--- src/rtl/player_control_if.sv ---
// Button, frame-window and ship/fire signals exchanged between the board/test side
// and the player input stage.
interface player_control_if;
    logic        btn_left;
    logic        btn_right;
    logic        btn_up;
    logic        btn_down;
    logic        btn_fire;
    logic        calc;
    logic [11:0] x_axis;
    logic [10:0] y_axis;
    logic        fire;
    logic        cooldown;

    modport master (
        output btn_left, btn_right, btn_up, btn_down, btn_fire, calc,
        input  x_axis, y_axis, fire, cooldown
    );

    modport slave (
        input  btn_left, btn_right, btn_up, btn_down, btn_fire, calc,
        output x_axis, y_axis, fire, cooldown
    );
endinterface

--- src/rtl/player_control.sv ---
// Player input stage: button sync/debounce, per-frame clamped ship movement and
// the active-low fire strobe with hold time and frame-counted cooldown.
module player_control #(
    parameter int H_ACTIVE        = 1920,
    parameter int V_ACTIVE        = 1080,
    parameter int SIZE            = 32,
    parameter int SPEED           = 4,
    parameter int BOTTOM_MARGIN   = 16,
    parameter int DEBOUNCE        = 50000,
    parameter int FIRE_HOLD       = 32,
    parameter int COOLDOWN_FRAMES = 8
) (
    input  logic             clock,
    input  logic             reset,
    player_control_if.slave  bus
);
    localparam int          NBTN      = 5;
    localparam logic [15:0] DEB_LAST  = 16'(DEBOUNCE - 1);
    localparam logic [15:0] HOLD_LAST = 16'(FIRE_HOLD - 1);
    localparam logic [4:0]  COOL_N    = 5'(COOLDOWN_FRAMES);
    localparam logic [11:0] X_MAX     = 12'(H_ACTIVE - SIZE);
    localparam logic [10:0] Y_MAX     = 11'(V_ACTIVE - SIZE);
    localparam logic [11:0] X_RST     = 12'((H_ACTIVE - SIZE) / 2);
    localparam logic [10:0] Y_RST     = 11'(V_ACTIVE - SIZE - BOTTOM_MARGIN);
    localparam logic [12:0] X_SPEED   = 13'(SPEED);
    localparam logic [11:0] Y_SPEED   = 12'(SPEED);

    typedef enum logic [1:0] {
        ST_IDLE  = 2'd0,
        ST_SHOOT = 2'd1,
        ST_COOL  = 2'd2
    } fire_state_e;

    // Index order: 0 left, 1 right, 2 up, 3 down, 4 fire (all active-low).
    logic [NBTN-1:0]       raw_s;
    logic [NBTN-1:0]       sync1_q, sync2_q, deb_q, deb_d;
    logic [NBTN-1:0][15:0] cnt_q, cnt_d;
    logic                  calc_q, tick_s;
    logic [11:0]           x_q, x_d;
    logic [10:0]           y_q, y_d;
    logic [12:0]           x_ext_s, x_inc_s, x_dec_s;
    logic [11:0]           y_ext_s, y_inc_s, y_dec_s;
    logic                  left_s, right_s, up_s, down_s;
    fire_state_e           state_q, state_d;
    logic [15:0]           hold_q, hold_d;
    logic [3:0]            frame_q, frame_d;
    logic                  fire_q, fire_d, cool_q, cool_d;

    assign raw_s  = {bus.btn_fire, bus.btn_down, bus.btn_up, bus.btn_right, bus.btn_left};
    assign tick_s = bus.calc & ~calc_q;

    // Debounce: a level is accepted only after DEBOUNCE consecutive mismatching cycles.
    always_comb begin
        deb_d = deb_q;
        cnt_d = '0;
        for (int i = 0; i < NBTN; i++) begin
            if (sync2_q[i] != deb_q[i]) begin
                if (cnt_q[i] == DEB_LAST) begin
                    deb_d[i] = sync2_q[i];
                    cnt_d[i] = 16'd0;
                end else begin
                    cnt_d[i] = cnt_q[i] + 16'd1;
                end
            end else begin
                cnt_d[i] = 16'd0;
            end
        end
    end

    assign left_s  = ~deb_q[0];
    assign right_s = ~deb_q[1];
    assign up_s    = ~deb_q[2];
    assign down_s  = ~deb_q[3];
    assign x_ext_s = {1'b0, x_q};
    assign x_inc_s = x_ext_s + X_SPEED;
    assign x_dec_s = x_ext_s - X_SPEED;
    assign y_ext_s = {1'b0, y_q};
    assign y_inc_s = y_ext_s + Y_SPEED;
    assign y_dec_s = y_ext_s - Y_SPEED;

    // Ship movement on frame tick, clamped in widened arithmetic so nothing wraps.
    always_comb begin
        x_d = x_q;
        y_d = y_q;
        if (tick_s) begin
            if (left_s && !right_s) begin
                x_d = (x_ext_s < X_SPEED) ? 12'd0 : x_dec_s[11:0];
            end else if (right_s && !left_s) begin
                x_d = (x_inc_s > {1'b0, X_MAX}) ? X_MAX : x_inc_s[11:0];
            end else begin
                x_d = x_q;
            end
            if (up_s && !down_s) begin
                y_d = (y_ext_s < Y_SPEED) ? 11'd0 : y_dec_s[10:0];
            end else if (down_s && !up_s) begin
                y_d = (y_inc_s > {1'b0, Y_MAX}) ? Y_MAX : y_inc_s[10:0];
            end else begin
                y_d = y_q;
            end
        end else begin
            x_d = x_q;
            y_d = y_q;
        end
    end

    // Fire FSM next state; outputs are registered from the next state.
    always_comb begin
        state_d = state_q;
        hold_d  = hold_q;
        frame_d = frame_q;
        case (state_q)
            ST_IDLE: begin
                if (!deb_q[4]) begin
                    state_d = ST_SHOOT;
                    hold_d  = 16'd0;
                end else begin
                    state_d = ST_IDLE;
                end
            end
            ST_SHOOT: begin
                if (hold_q == HOLD_LAST) begin
                    state_d = ST_COOL;
                    hold_d  = 16'd0;
                    frame_d = 4'd0;
                end else begin
                    hold_d = hold_q + 16'd1;
                end
            end
            ST_COOL: begin
                if (COOL_N == 5'd0) begin
                    state_d = ST_IDLE;
                end else if (tick_s) begin
                    if (({1'b0, frame_q} + 5'd1) == COOL_N) begin
                        state_d = ST_IDLE;
                        frame_d = 4'd0;
                    end else begin
                        frame_d = frame_q + 4'd1;
                    end
                end else begin
                    state_d = ST_COOL;
                end
            end
            default: begin
                state_d = ST_IDLE;
                hold_d  = 16'd0;
                frame_d = 4'd0;
            end
        endcase
        fire_d = (state_d != ST_SHOOT);
        cool_d = (state_d != ST_IDLE);
    end

    // All state registers; reset abandons any shot and recentres the ship immediately.
    always_ff @(posedge clock or negedge reset) begin
        if (!reset) begin
            sync1_q <= {NBTN{1'b1}};
            sync2_q <= {NBTN{1'b1}};
            deb_q   <= {NBTN{1'b1}};
            cnt_q   <= '0;
            calc_q  <= 1'b1;
            x_q     <= X_RST;
            y_q     <= Y_RST;
            state_q <= ST_IDLE;
            hold_q  <= 16'd0;
            frame_q <= 4'd0;
            fire_q  <= 1'b1;
            cool_q  <= 1'b0;
        end else begin
            sync1_q <= raw_s;
            sync2_q <= sync1_q;
            deb_q   <= deb_d;
            cnt_q   <= cnt_d;
            calc_q  <= bus.calc;
            x_q     <= x_d;
            y_q     <= y_d;
            state_q <= state_d;
            hold_q  <= hold_d;
            frame_q <= frame_d;
            fire_q  <= fire_d;
            cool_q  <= cool_d;
        end
    end

    assign bus.x_axis   = x_q;
    assign bus.y_axis   = y_q;
    assign bus.fire     = fire_q;
    assign bus.cooldown = cool_q;
endmodule
--- src/flat_wrapper.sv ---
// flat-port wrapper written by rule: the top's interface ports become plain ports
module player_control_flat 
#(
    parameter int H_ACTIVE        = 1920,
    parameter int V_ACTIVE        = 1080,
    parameter int SIZE            = 32,
    parameter int SPEED           = 4,
    parameter int BOTTOM_MARGIN   = 16,
    parameter int DEBOUNCE        = 50000,
    parameter int FIRE_HOLD       = 32,
    parameter int COOLDOWN_FRAMES = 8
)
  (clock, reset, bus_btn_left, bus_btn_right, bus_btn_up, bus_btn_down, bus_btn_fire, bus_calc, bus_x_axis, bus_y_axis, bus_fire, bus_cooldown);
  player_control_if bus_i ();
  input  logic clock;
  input  logic reset;
  input wire logic [$bits(bus_i.btn_left)-1:0] bus_btn_left;
  input wire logic [$bits(bus_i.btn_right)-1:0] bus_btn_right;
  input wire logic [$bits(bus_i.btn_up)-1:0] bus_btn_up;
  input wire logic [$bits(bus_i.btn_down)-1:0] bus_btn_down;
  input wire logic [$bits(bus_i.btn_fire)-1:0] bus_btn_fire;
  input wire logic [$bits(bus_i.calc)-1:0] bus_calc;
  output wire logic [$bits(bus_i.x_axis)-1:0] bus_x_axis;
  output wire logic [$bits(bus_i.y_axis)-1:0] bus_y_axis;
  output wire logic [$bits(bus_i.fire)-1:0] bus_fire;
  output wire logic [$bits(bus_i.cooldown)-1:0] bus_cooldown;
  assign bus_i.btn_left = bus_btn_left;
  assign bus_i.btn_right = bus_btn_right;
  assign bus_i.btn_up = bus_btn_up;
  assign bus_i.btn_down = bus_btn_down;
  assign bus_i.btn_fire = bus_btn_fire;
  assign bus_i.calc = bus_calc;
  assign bus_x_axis = bus_i.x_axis;
  assign bus_y_axis = bus_i.y_axis;
  assign bus_fire = bus_i.fire;
  assign bus_cooldown = bus_i.cooldown;
  player_control #(.H_ACTIVE(H_ACTIVE), .V_ACTIVE(V_ACTIVE), .SIZE(SIZE), .SPEED(SPEED), .BOTTOM_MARGIN(BOTTOM_MARGIN), .DEBOUNCE(DEBOUNCE), .FIRE_HOLD(FIRE_HOLD), .COOLDOWN_FRAMES(COOLDOWN_FRAMES)) u_core (.clock(clock), .reset(reset), .bus(bus_i));
endmodule
--- config.mk ---
export PLATFORM = sky130hd
export DESIGN_NAME = player_control_flat
export DESIGN_NICKNAME = d
export VERILOG_FILES = /design/src/rtl/player_control_if.sv /design/src/rtl/player_control.sv /design/src/flat_wrapper.sv
export SDC_FILE = /design/constraint.sdc
export NUM_CORES = 1
export LEC_CHECK = 0
export CORE_UTILIZATION = 35
export CTS_BUF_LIST = sky130_fd_sc_hd__clkbuf_16
export CTS_CLUSTER_DIAMETER = 30
export DETAILED_ROUTE_END_ITERATION = 7
export SLEW_MARGIN = 20
export SYNTH_ARGS = -nofsm -noshare
export SYNTH_HDL_FRONTEND = slang
export SYNTH_SLANG_ARGS = --single-unit
--- constraint.sdc ---
create_clock -name clock -period 3 [get_ports clock]
set_input_delay 0.6 -clock clock [delete_from_list [all_inputs] [get_ports clock]]
set_output_delay 0.6 -clock clock [all_outputs]
set_load 0.01 [all_outputs]
After elaboration in Yosys (flattened, before gate mapping)
Cells that the tools add are included.
- reduce and logical (&&, ||, !) cells: 17
- equal/unequal tests: 18
- bitwise operators: 8
- $add $sub $neg: 12
- mux-type cells: 30
- $lt $le $gt $ge: 4
- operators with widths (operator ; number):
    two-way mux 16 bit ; 12
    adder 16 x 1 -> 16 bit, second input constant ; 6
    == test 16 bit, second input constant ; 5
    two-way mux 12 bit ; 4
    case mux 16 bit (3 select lines) ; 1
    two-way mux 11 bit ; 4
    == test 16 x 5 -> 1 bit, second input constant ; 1
    AND reduction 2 bit ; 8
    adder 12 x 3 -> 13 bit, second input constant ; 1
    greater-than comparator 13 x 11 -> 1 bit, second input constant ; 1
    adder 11 x 3 -> 12 bit, second input constant ; 1
    greater-than comparator 12 x 11 -> 1 bit, second input constant ; 1
    less-than comparator 12 x 3 -> 1 bit, second input constant ; 1
    two-way mux 4 bit ; 3
    case mux 4 bit (3 select lines) ; 1
    subtractor 12 x 3 -> 12 bit, second input constant ; 1
    less-than comparator 11 x 3 -> 1 bit, second input constant ; 1
    subtractor 11 x 3 -> 11 bit, second input constant ; 1
    NOT 1 bit ; 7
    two-way mux 2 bit ; 3
    != test 2 x 1 -> 1 bit, second input constant ; 3
    case mux 2 bit (3 select lines) ; 1
    nonzero test 2 bit ; 3
    adder 4 x 1 -> 5 bit, second input constant ; 1
    other kinds (11) ; 18
- output and inout bits: 25
- input port bits: 8
- word-level logic and storage cells: 109
- register bits: 143

Longest topological paths before layout
Gate-level depths: netlist (run 1).
- depth in word-level cells: 6
- mapped depth: 9
- depth with buffers taken out: 8

Worst setup path before layout (run 1)
OpenSTA, ideal clock, no wires.
- path kind: register to register
- start: register u_core.x_q[2], in the netlist u_core.bus.x_axis[2]
- end: register u_core.x_q[7], in the netlist u_core.bus.x_axis[7]
- setup slack: 0.738 ns
- cell stages (with the launch flop): 10
- library setup time: 0.082 ns
- period minus slack after synthesis: 2.262 ns
- path buffers: 1
- arrival: 2.181 ns
- data required time: 2.918 ns
- path through: dfrtp_1 > buf_2 > inv_1 > ha_1 > or3b_4 > or3_4 > o21a_1 > nand2_1 > nand2_1 > a211o_1
- word-level cells in the longest chain between the ends: 5
- elaborated cells between the ends (all ways): 8
- classes of those cells: 2 x add/sub; 2 x order compare; 4 x mux
- ends and longest elaborated chain (what ; RTL line ; source):
    start: declaration ; player_control.sv:39 ; logic [11:0] x_q, x_d;
    start signal: assignment ; player_control.sv:161 ; x_q <= X_RST;
    start signal: assignment ; player_control.sv:174 ; x_q <= x_d;
    adder 12 x 3 -> 13 bit ; player_control.sv:75 ; assign x_inc_s = x_ext_s + X_SPEED;
    greater-than comparator 13 x 11 -> 1 bit ; player_control.sv:89 ; x_d = (x_inc_s > {1'b0, X_MAX}) ? X_MAX : x_inc_s[11:0];
    two-way mux 12 bit ; player_control.sv:89 ;
    two-way mux 12 bit ; player_control.sv:88 ; end else if (right_s && !left_s) begin
    two-way mux 12 bit (*) ; player_control.sv:86 ; if (left_s && !right_s) begin
Mark *: on every way between the ends. The rest lies on a longest branch, timed or not. The select of a mux whose other input is x is not followed.
A chain may end at the register's enable or synchronous reset.

Worst setup path after layout (run 1)
- start: register u_core.y_q[2], in the netlist u_core.bus.y_axis[2]
- end: register u_core.y_q[5], in the netlist u_core.bus.y_axis[5]
- word-level cells in the longest chain between the ends: 5
- elaborated cells between the ends (all ways): 8
- classes of those cells: 2 x add/sub; 2 x order compare; 4 x mux
- ends and longest elaborated chain (what ; RTL line ; source):
    start: declaration ; player_control.sv:40 ; logic [10:0] y_q, y_d;
    start signal: assignment ; player_control.sv:175 ; y_q <= y_d;
    adder 11 x 3 -> 12 bit ; player_control.sv:78 ; assign y_inc_s = y_ext_s + Y_SPEED;
    greater-than comparator 12 x 11 -> 1 bit ; player_control.sv:96 ; y_d = (y_inc_s > {1'b0, Y_MAX}) ? Y_MAX : y_inc_s[10:0];
    two-way mux 11 bit ; player_control.sv:96 ;
    two-way mux 11 bit ; player_control.sv:95 ; end else if (down_s && !up_s) begin
    two-way mux 11 bit (*) ; player_control.sv:93 ; if (up_s && !down_s) begin
Marked as above.

==> flow_summary.toml, run 1 <==
[run_status]
status = "finished, final reports clean"

[yosys]
synth_simple_gate_area_share_pct = 24.4
ys.flop_type = "dfrtp_1"
ys_seq_area_share_pct = 47.3
synth_top_family_by_area = "simple AND/OR/NAND/NOR gates"
synth_edf_count = 0
synth.distinct_cells = 69
synth.area.mux_share_pct = 1.47
yosys.area_share.xor_xnor_pct = 9.91
synth-seq-cells = 139
async_flop_share_pct = 100
yosysWarnings = 0
synthCells = 799
synth_area_per_cell_sq_um = 9.29
synth_compound_area_share_pct = 11.1
synth_area_sq_um = 7420
synthAdderAreaFrac_pct = 2.36

[pwr]
intPower_mw = 3.85
peakVddDrop_mv = 0.362
swShare_pct = 22.0
leakagePower_nw = 3.48
p_switching_mw = 1.09
pwr-share-clk_pct = 50.5
power_density_nw_per_um2 = 571
seqPwrFrac_pct = 42.3
comb_power_share_pct = 7.2

[timing]
final.setup_skew_ns = 0.00769
worstMarginPinSlew_ns = 0.987
slew_headroom_pct = 33.9
fin_crit_sh_pct = 83.9
setup_viol_count_final = 0
max_freq_ghz = 0.397
setup_tns_ns = 0
slew_viol_final = 0
hold_viol_final = 0
min_period_ns = 2.52
rsz0062_at_grt = "false"

[placement]
dpl_cell_area_sq_um = 7950
place.gp.congestion = 0.811
port_buffers = 28
place_hpwl_microns = 10300

[critical_path]
reg2reg_to = "u_core.bus.y_axis[5]$_DFFE_PN0P_"
crit_required_ns = 3.30
criticalPathCategory = "reg2reg"
ff2ff_setup_slack_ns = 0.48
end_kind = "register"
max_stage_delay_ns = 0.51
cp-start-kind = "register"
cp_max_fo = 12
rr_worst_depth = 7
worstReg2RegStart = "u_core.bus.y_axis[2]$_DFFE_PN0P_"
cp_slowest_cell = "dfrtp_1"
path_cells = "ha_1, and3_1, nor4b_1, o21ai_1, a32oi_1, nor2_1, o41ai_1"
arrival_ns = 2.82

[drt]
viasPerCell = 5.19
drc = 0
drt_iter0_drc = 311
dr_total_vias = 5753
wl_microns = 15300
drt_first_pass_iters = 5
wl_per_cell_microns = 13.8
postRouteAntennaNets = 0

[global_routing]
use_met3_pct = 3.70
antenna_found_initial = 0
grt_util_met1_pct = 21.5
grt_pass1_wl_microns = 26900
grt_pass1_vias = 5558
top_usage_layer = "met2"
grt_use_met2_pct = 23.3
track_usage_pct = 15.3
grt-ovfl-total = 0
grt_max_degree = 50

[floorplanning]
die_h_microns = 148
dieWidth_microns = 148
coreArea_sq_um = 20500
io_pins = 33
start_util_pct = 36.2
rows = 52
die_area_sq_um = 21800

[layout]
nets = 847
layout_common_cells = "134 x nor2_1, 115 x dfrtp_1, 68 x nand2_1"
final_common_cell = "nor2_1"
layout-drive-gt1-share_pct = 9.43
fin_area_sq_um = 8660
syn_to_final_growth_pct = 16.6
diodes = 0

[clocking]
cts_setup_buffers = 0
clock_path_buffers = 2
clock_latency_ns = 0.42
cts-hold-fix-buffers = 0
cts_sinks = 139
htree_levels = 4
cts_made_buffers = 17
cts_tree = "built"
ctsRootBufferMaster = "clkbuf_16"
clk_pin_slew_worst_paths_ns = 0.06
ctsResizeCount = 0

[flow_run]
drv_cap = 0

[hold_path]
hp-class = "in2async"
## worst max-delay path, delay by kind of cell, from the launching register on
| kind | cells | cell delay, ns |
|---|---|---|
| AO/OA/AOI/OAI | 3 | 0.81 |
| AND/OR/NAND/NOR | 3 | 0.72 |
| flip-flops | 1 | 0.51 |
| adder cells (fa/ha/maj) | 1 | 0.35 |
## cell type report
cell class / count / area [sq um]
fill: 2020 / 11800
timing repair buffer: 36 / 354
clock inverter: 15 / 278
tap: 270 / 338
clock buffer: 17 / 425
sequential: 139 / 3510
multi-input combinational: 608 / 3670
inverter: 23 / 86.3
## synth_stat cells (3+ instances only)
cell      count  area [sq um]
nand4_1      22           138
mux2i_1       3          30.0
clkbuf_1     13          48.8
nand3_1      46           230
ha_1         14           175
mux2_2        7          78.8
or3_1         3          18.8
nor2b_1       6          37.5
dfstp_2      24           631
nor2_1      134           503
and3_1       30           188
buf_4         7          52.6
xor2_1       40           350
inv_1        23          86.3
a31oi_1       6          37.5
and2_1        4          25.0
a21oi_1      22           110
a22o_1        4          35.0
o41ai_1       3          26.3
nand2_1      68           255
o31ai_1       9          67.6
nand3b_1      3          22.5
nor4_1        7          43.8
and4_1        7          61.3
a21o_1        3          22.5
o21ai_0      35           175
buf_2         8          40.0
o21ai_1       7          35.0
xnor2_1      44           385
o211ai_1      4          30.0
nor3_1       22           110
dfrtp_1     115          2880
nor4b_1       5          43.8
nand2b_1      5          31.3
## power by group through the flow
stage	Clock, mW	Combinational, mW	Sequential [mW]
2_1_floorplan	0	0.254	2.09
3_3_place_gp	0	0.353	2.12
3_5_place_dp	0	0.361	2.12
4_1_cts	2.56	0.361	2.09
5_1_grt	2.65	0.413	2.11
6_report	2.50	0.355	2.09
## worst max-delay path by stage
stage / cells past startpoint / to / slack, ns / from
after floorplan: 9 / u_core.bus.x_axis[7]$_DFFE_PN1P_ / 0.74 / u_core.bus.x_axis[2]$_DFFE_PN0P_
after global placement: 6 / u_core.bus.y_axis[2]$_DFFE_PN0P_ / 0.38 / bus_calc
after detailed placement: 6 / u_core.bus.y_axis[2]$_DFFE_PN0P_ / 0.34 / bus_calc
after CTS: 7 / u_core.bus.y_axis[7]$_DFFE_PN0P_ / 0.48 / u_core.bus.y_axis[2]$_DFFE_PN0P_
after global routing: 7 / u_core.bus.y_axis[5]$_DFFE_PN0P_ / 0.22 / u_core.bus.y_axis[2]$_DFFE_PN0P_
final: 7 / u_core.bus.y_axis[5]$_DFFE_PN0P_ / 0.48 / u_core.bus.y_axis[2]$_DFFE_PN0P_
## per-layer routing
metal,share of wire (%),vias up
li1,-,2841
met1,50,2790
met2,45,107
met3,3.8,15
met4,0.84,0
met5,0,-
## flip-flops by register name, summed over array words and instances, names as in the netlist, 4 cells and up
name and flops:
u_core.cnt_q 80, u_core.bus.x_axis 10, u_core.deb_q 5, u_core.sync2_q 5, u_core.bus.y_axis 9, u_core.sync1_q 5
u_core.hold_q 16, u_core.frame_q 4
## through the flow
| stage | power [mW] | hold slack (ns) | cells | utilization, % | setup slack [ns] |
|---|---|---|---|---|---|
| floorplan | 2.34 | 0.304 | 802 | - | 0.738 |
| global placement | 2.47 | 0.345 | 1076 | 38.8 | 0.380 |
| detailed placement | 2.48 | 0.347 | 1076 | 38.8 | 0.343 |
| CTS | 5.01 | 0.0760 | 1108 | 42.2 | 0.478 |
| global route | 5.17 | 0.0819 | 1108 | 42.2 | 0.219 |
| finish | 4.94 | 0.0730 | 1108 | 42.2 | 0.484 |
## kinds of logic after synthesis
| kind of cell | Yosys count |
|---|---|
| other cells | 1 |
| flops | 139 |
| fa+ha+maj | 14 |
| mux | 10 |
| simple gates | 373 |
| compound gates | 123 |
| buf+inv | 55 |
| xor+xnor | 84 |
Power figures use the tool's default switching activity.
==> run 2, diff against run 1 <==
==> constraint.sdc (replaced) <==
create_clock -name clock -period 2.35 [get_ports clock]
set_input_delay 0.47 -clock clock [delete_from_list [all_inputs] [get_ports clock]]
set_output_delay 0.47 -clock clock [all_outputs]
set_load 0.01 [all_outputs]
==> flow_summary.toml, run 2 (synthesis gave the netlist of run 1 again) <==
[placement]
place_hpwl_microns = 10500
place.gp.congestion = 0.848
port_buffers = 28
placed_cells = 1093

[floorplanning]
coreArea_sq_um = 20500
die_h_microns = 148
start_util_pct = 36.2
die_area_sq_um = 21800
dieWidth_microns = 148
rows = 52
io_pins = 33

[timing]
slew_viol_final = 0
worstMarginPinSlew_ns = 1.00
min_period_ns = 2.27
slew_headroom_pct = 32.8
max_freq_ghz = 0.441
timing.hold.ws_ns = 0.357
final.setup_skew_ns = 0.00853
setup_viol_count_final = 0
setup_tns_ns = 0
fin_crit_sh_pct = 96.4
hold_viol_final = 0

[pwr]
leakagePower_nw = 3.53
pwr-share-clk_pct = 44.9
comb_power_share_pct = 8.3
swShare_pct = 26.0
p_switching_mw = 1.48
seqPwrFrac_pct = 46.8
power_density_nw_per_um2 = 653
intPower_mw = 4.21
peakVddDrop_mv = 0.514

[layout]
regMostFlops = "u_core.cnt_q"
finish.utilization_pct = 42.5
nets = 867
finalNonFillerCells = 1128
largest_reg_flops = 80
syn_to_final_growth_pct = 17.4
diodes = 0
layout-drive-gt1-share_pct = 12.2
final_common_cell = "nor2_1"
layout_common_cells = "134 x nor2_1, 115 x dfrtp_1, 68 x nand2_1"

[global_routing]
grt_use_met2_pct = 22.7
use_met3_pct = 3.55
grt_pass1_vias = 5529
top_usage_layer = "met2"
grt_pass1_wl_microns = 26600
antenna_found_initial = 0
grt-ovfl-total = 0
grt_max_degree = 51
track_usage_pct = 15.1
grt_util_met1_pct = 21.2

[clocking]
clock_path_buffers = 2
cts_made_buffers = 17
cts_sinks = 139
clock_latency_ns = 0.42
clk_pin_slew_worst_paths_ns = 0.06
htree_levels = 4
cts_tree = "built"
ctsRootBufferMaster = "clkbuf_16"

[drt]
dr_total_vias = 5878
postRouteAntennaNets = 0
drt_iter0_drc = 343
wl_per_cell_microns = 13.8
drt_first_pass_iters = 5
viasPerCell = 5.21
drc = 0
wl_microns = 15500

[flow_run]
drv_cap = 0

[critical_path]
criticalPathCategory = "reg2out"
cp-start-kind = "register"
end_kind = "primary output"
arrival_ns = 1.80
crit_required_ns = 1.88
cp_max_fo = 10

[run_status]
status = "finished, final reports clean"

[hold_path]
hp-class = "reg2reg"
==> run 2: changes by cell type in the layout (fill, tap and decap cells not counted), sizes merged <==
cell / delta
bufinv: -7
inv: +4
dlymetal6s2s: +1
buf: +18
dlygate4sd3: +1
clkinvlp: +3
==> run 2: area by class of cell <==
type,count,area (sq um)
repair buffers,56,524
flip-flops and latches,139,3510
clock inverters,15,140
inverters,23,86.3
clock buffers,17,425
multi-input cells,608,3690
fillers,2008,11800
well taps,270,338
==> run 2: metal layers <==
layer,up-vias,routed length [microns]
met5,-,0
met4,0,189
met3,17,544
met2,113,6900
met1,2861,7900
li1,2887,-
==> run 2: final timing paths <==
path,from,slack [ns],to,cells after the start
worst max-delay path,u_core.bus.x_axis[7]$_DFFE_PN1P_,0.08,bus_x_axis[7],2
worst min-delay path,u_core.sync1_q[3]$_DFF_PN1_,0.36,u_core.sync2_q[3]$_DFF_PN1_,0
worst max register to register,u_core.bus.x_axis[3]$_DFFE_PN0P_,0.13,u_core.bus.x_axis[7]$_DFFE_PN1P_,8
worst min register to register,u_core.sync1_q[3]$_DFF_PN1_,0.36,u_core.sync2_q[3]$_DFF_PN1_,0
max in group asynchronous,reset,1.13,u_core.bus.y_axis[3]$_DFFE_PN1P_,3
min in group asynchronous,reset,0.55,u_core.cnt_q[75]$_DFF_PN0_,2
==> run 2: worst max-delay path, stage by stage, from the launching register on <==
cell             delay [ns]
dfstp_2                0.60
buf_4                  0.21
clkdlybuf4s50_1        0.57
==> run 2: power groups by stage <==
| stage | clock network (mW) | registers [mW] | logic, mW |
|---|---|---|---|
| finish | 2.56 | 2.66 | 0.475 |
| global route | 2.73 | 2.68 | 0.550 |
| CTS | 2.63 | 2.66 | 0.475 |
| detailed placement | 0 | 2.70 | 0.472 |
| global placement | 0 | 2.70 | 0.462 |
| floorplan | 0 | 2.66 | 0.325 |
==> run 2: timing repair <==
item / in CTS / in global routing
endpoints found under the setup margin: 0 / 8
hold buffers: 1 / 0
buffers inserted: 0 / 2
hold endpoints to repair: 32 / 0
resized for setup: 0 / 4
==> run 2: stage by stage <==
step / total power [mW] / worst slack (ns) / area (sq um)
floorplan: 2.99 / 0.0878 / 7430
global placement: 3.16 / 0.167 / 8090
detailed placement: 3.17 / 0.0862 / 8090
CTS: 5.76 / 0.0694 / 8670
global route: 5.96 / -0.00839 / 8710
finish: 5.69 / 0.0847 / 8710
==> variant: new RTL, settings of run 1 <==
Re-encode `fire_state_e` (3 states) as one-hot, 3 bits wide.
--- a/src/rtl/player_control.sv
+++ b/src/rtl/player_control.sv
@@ -26,8 +26,8 @@
     localparam logic [11:0] Y_SPEED   = 12'(SPEED);
 
-    typedef enum logic [1:0] {
-        ST_IDLE  = 2'd0,
-        ST_SHOOT = 2'd1,
-        ST_COOL  = 2'd2
+    typedef enum logic [2:0] {
+        ST_IDLE  = 3'b001,
+        ST_SHOOT = 3'b010,
+        ST_COOL  = 3'b100
     } fire_state_e;
 
Formal check against the unedited RTL: same outputs for any inputs over 10 cycles, from zero or initial values and one cycle with reset low; not proved beyond that.
==> variant against run 1 <==
  * Sequential share of layout area up 0.81 points
  * Power decreased by 6.7%
  * Combinational power decreased by 1%
  * Wire length decreased by 4.3%
  * Area after synthesis fell by 0.34%
  * Cell area shrank 1.2%
  * Count of clock-buffer cells in the layout did not move
  * Synthesized cell count up 1.3%
  * Sequential cell count up 1
  * Setup slack got worse by 0.014 ns
  * Utilization down 0.52 points
  * Non-clock buffer count fell by 2
  * Critical endpoint is now u_core.bus.y_axis[4]
==> variant: results <==
group,metric,value,unit
run_status,status,"finished clean",
clock_tree,tritoncts.num_buffers,17,
timing,max_slew.worst_pin.slew,0.812,ns
critical_path,crit_path_max_incr_delay,0.59,ns
drt,dr.pass1.iters,5,
critical_path,crit_family,"compound AO/OA/AOI/OAI gates",
grt,grt_pass1_wl,25600,um
critical_path,worst-path-max-fanout,8,
yosys,dominantRegCellSynth,"sky130_fd_sc_hd__dfrtp_1",
timing,clock-skew-final,0.00766,ns
clock_tree,cts-resized-gates,0,
yosys,post_synth_num_cell_types,65,
cells_and_area,largest-register,"u_core.cnt_q",
placed_design,pre_cts_slack,0.479,ns
yosys,synth_top_cells_by_count,"sky130_fd_sc_hd__nor2_1 (141), sky130_fd_sc_hd__dfrtp_1 (115), sky130_fd_sc_hd__nand2_1 (70)",
clock_tree,cts_post_setup_buffers_inserted,0,
yosys,share_of_async_settable_or_async_resettable_flops_after_synthesis,100,%
cells_and_area,largest_register_ffs,80,
placed_design,placer_congestion_estimate,0.828,
clock_tree,clockBufferDepth,2,
worst_hold_path,worstHoldPathType,"in -> async",
cells_and_area,final_net_count,856,
grt,number_of_global_route_vias_before_repair,5405,
clock_tree,clk_latency,0.42,ns
drt,postRouteWirelength,14600,um
yosys,synth_sequential_area_ratio,47.8,%
power_and_ir_drop,leakage_power_summed_over_all_cells,3.57,nW
placed_design,place.port_buffers,28,
critical_path,arrival,2.83,ns
critical_path,cpMaxStageDelayCell,"sky130_fd_sc_hd__dfstp_2",
cells_and_area,antenna_cells_inserted,0,
cells_and_area,share_of_post_route_cells_with_drive_strength_above_1,8.97,%
clock_tree,cts-root-buf,"sky130_fd_sc_hd__clkbuf_16",
grt,grt.total_usage,14.5,%
yosys,number_of_warnings_reported_in_the_yosys_synthesis_log,0,
grt,grt_antenna_before_repair,0,
yosys,synth.top_cells.by_area,"sky130_fd_sc_hd__dfrtp_1 (39%), sky130_fd_sc_hd__dfstp_2 (8.9%), sky130_fd_sc_hd__nor2_1 (7.2%)",
clock_tree,maximum_level_of_the_cts_h_tree,4,
grt,grt_start_max_net_pins,71,
drt,first_iter_violations,285,
clock_tree,worst_setup_hold_path_clk_slew,0.06,ns
placed_design,post-dp-hpwl,9840,um
drt,post_detailed_route_via_to_cell_ratio,5.04,
power_and_ir_drop,peakVddDrop,383,uV
## variant: report_power, final
| group | internal (W) | leakage, nW | total [W] | switching, W |
|---|---|---|---|---|
| sequential | 0.00197 | 1.82 | 0.00204 | 0.0000710 |
| combinational | 0.000135 | 1.44 | 0.000350 | 0.000215 |
| clock | 0.00139 | 0.309 | 0.00222 | 0.000827 |
## variant: path summary, 6_finish.rpt
kind	from	end	slack, ns	depth (start not counted)
worst max register to register	u_core.bus.y_axis[3]	u_core.bus.y_axis[4]	0.47	8
worst max-delay path	u_core.bus.y_axis[3]	u_core.bus.y_axis[4]	0.47	8
min in group clock	u_core.sync1_q[3]	u_core.sync2_q[3]	0.35	0
max in group asynchronous	reset	u_core.bus.x_axis[4]	2.02	2
worst min register to register	u_core.sync1_q[3]	u_core.sync2_q[3]	0.35	0
worst min-delay path	reset	u_core.cnt_q[38]	0.17	1
## variant: final cells by class
| type | count | area, um^2 |
|---|---|---|
| Multi-Input combinational cell | 615 | 3630 |
| Tap cell | 270 | 338 |
| Fill cell | 1938 | 11900 |
| Clock inverter | 15 | 199 |
| Timing Repair Buffer | 34 | 327 |
| Sequential cell | 140 | 3530 |
| Clock buffer | 17 | 425 |
| Inverter | 26 | 97.6 |
## variant: per-stage QoR
| stage | utilization, % | instances | power (W) | cell area (um^2) | hold slack (ns) |
|---|---|---|---|---|---|
| after detailed placement | 38.7 | 1085 | 0.00242 | 7930 | 0.347 |
| after global placement | 38.7 | 1085 | 0.00242 | 7930 | 0.346 |
| after global routing | 41.7 | 1117 | 0.00481 | 8550 | 0.218 |
| after floorplan | - | 812 | 0.00229 | 7410 | 0.304 |
| final | 41.7 | 1117 | 0.00461 | 8550 | 0.167 |
| after CTS | 41.7 | 1117 | 0.00468 | 8550 | 0.186 |
## variant: logic make-up (layout without fill, tap and decap cells)
group	Yosys count	after routing	share of synthesized area, %
xor+xnor	89	89	10.5
fa+ha+maj	15	15	2.50
buf+inv	57	92	3.31
mux	8	8	1.17
simple gates	387	387	24.9
compound gates	112	112	9.74
flops	140	140	47.8
other cells	1	4	0.0507
## variant: per-layer routing
metal	vias up	track usage (%)	routed length, um
met3	16	3.43	493
met2	76	23.2	6750
met4	0	5.15	209
li1	2855	-	-
met5	-	0	0
met1	2685	19.1	7160
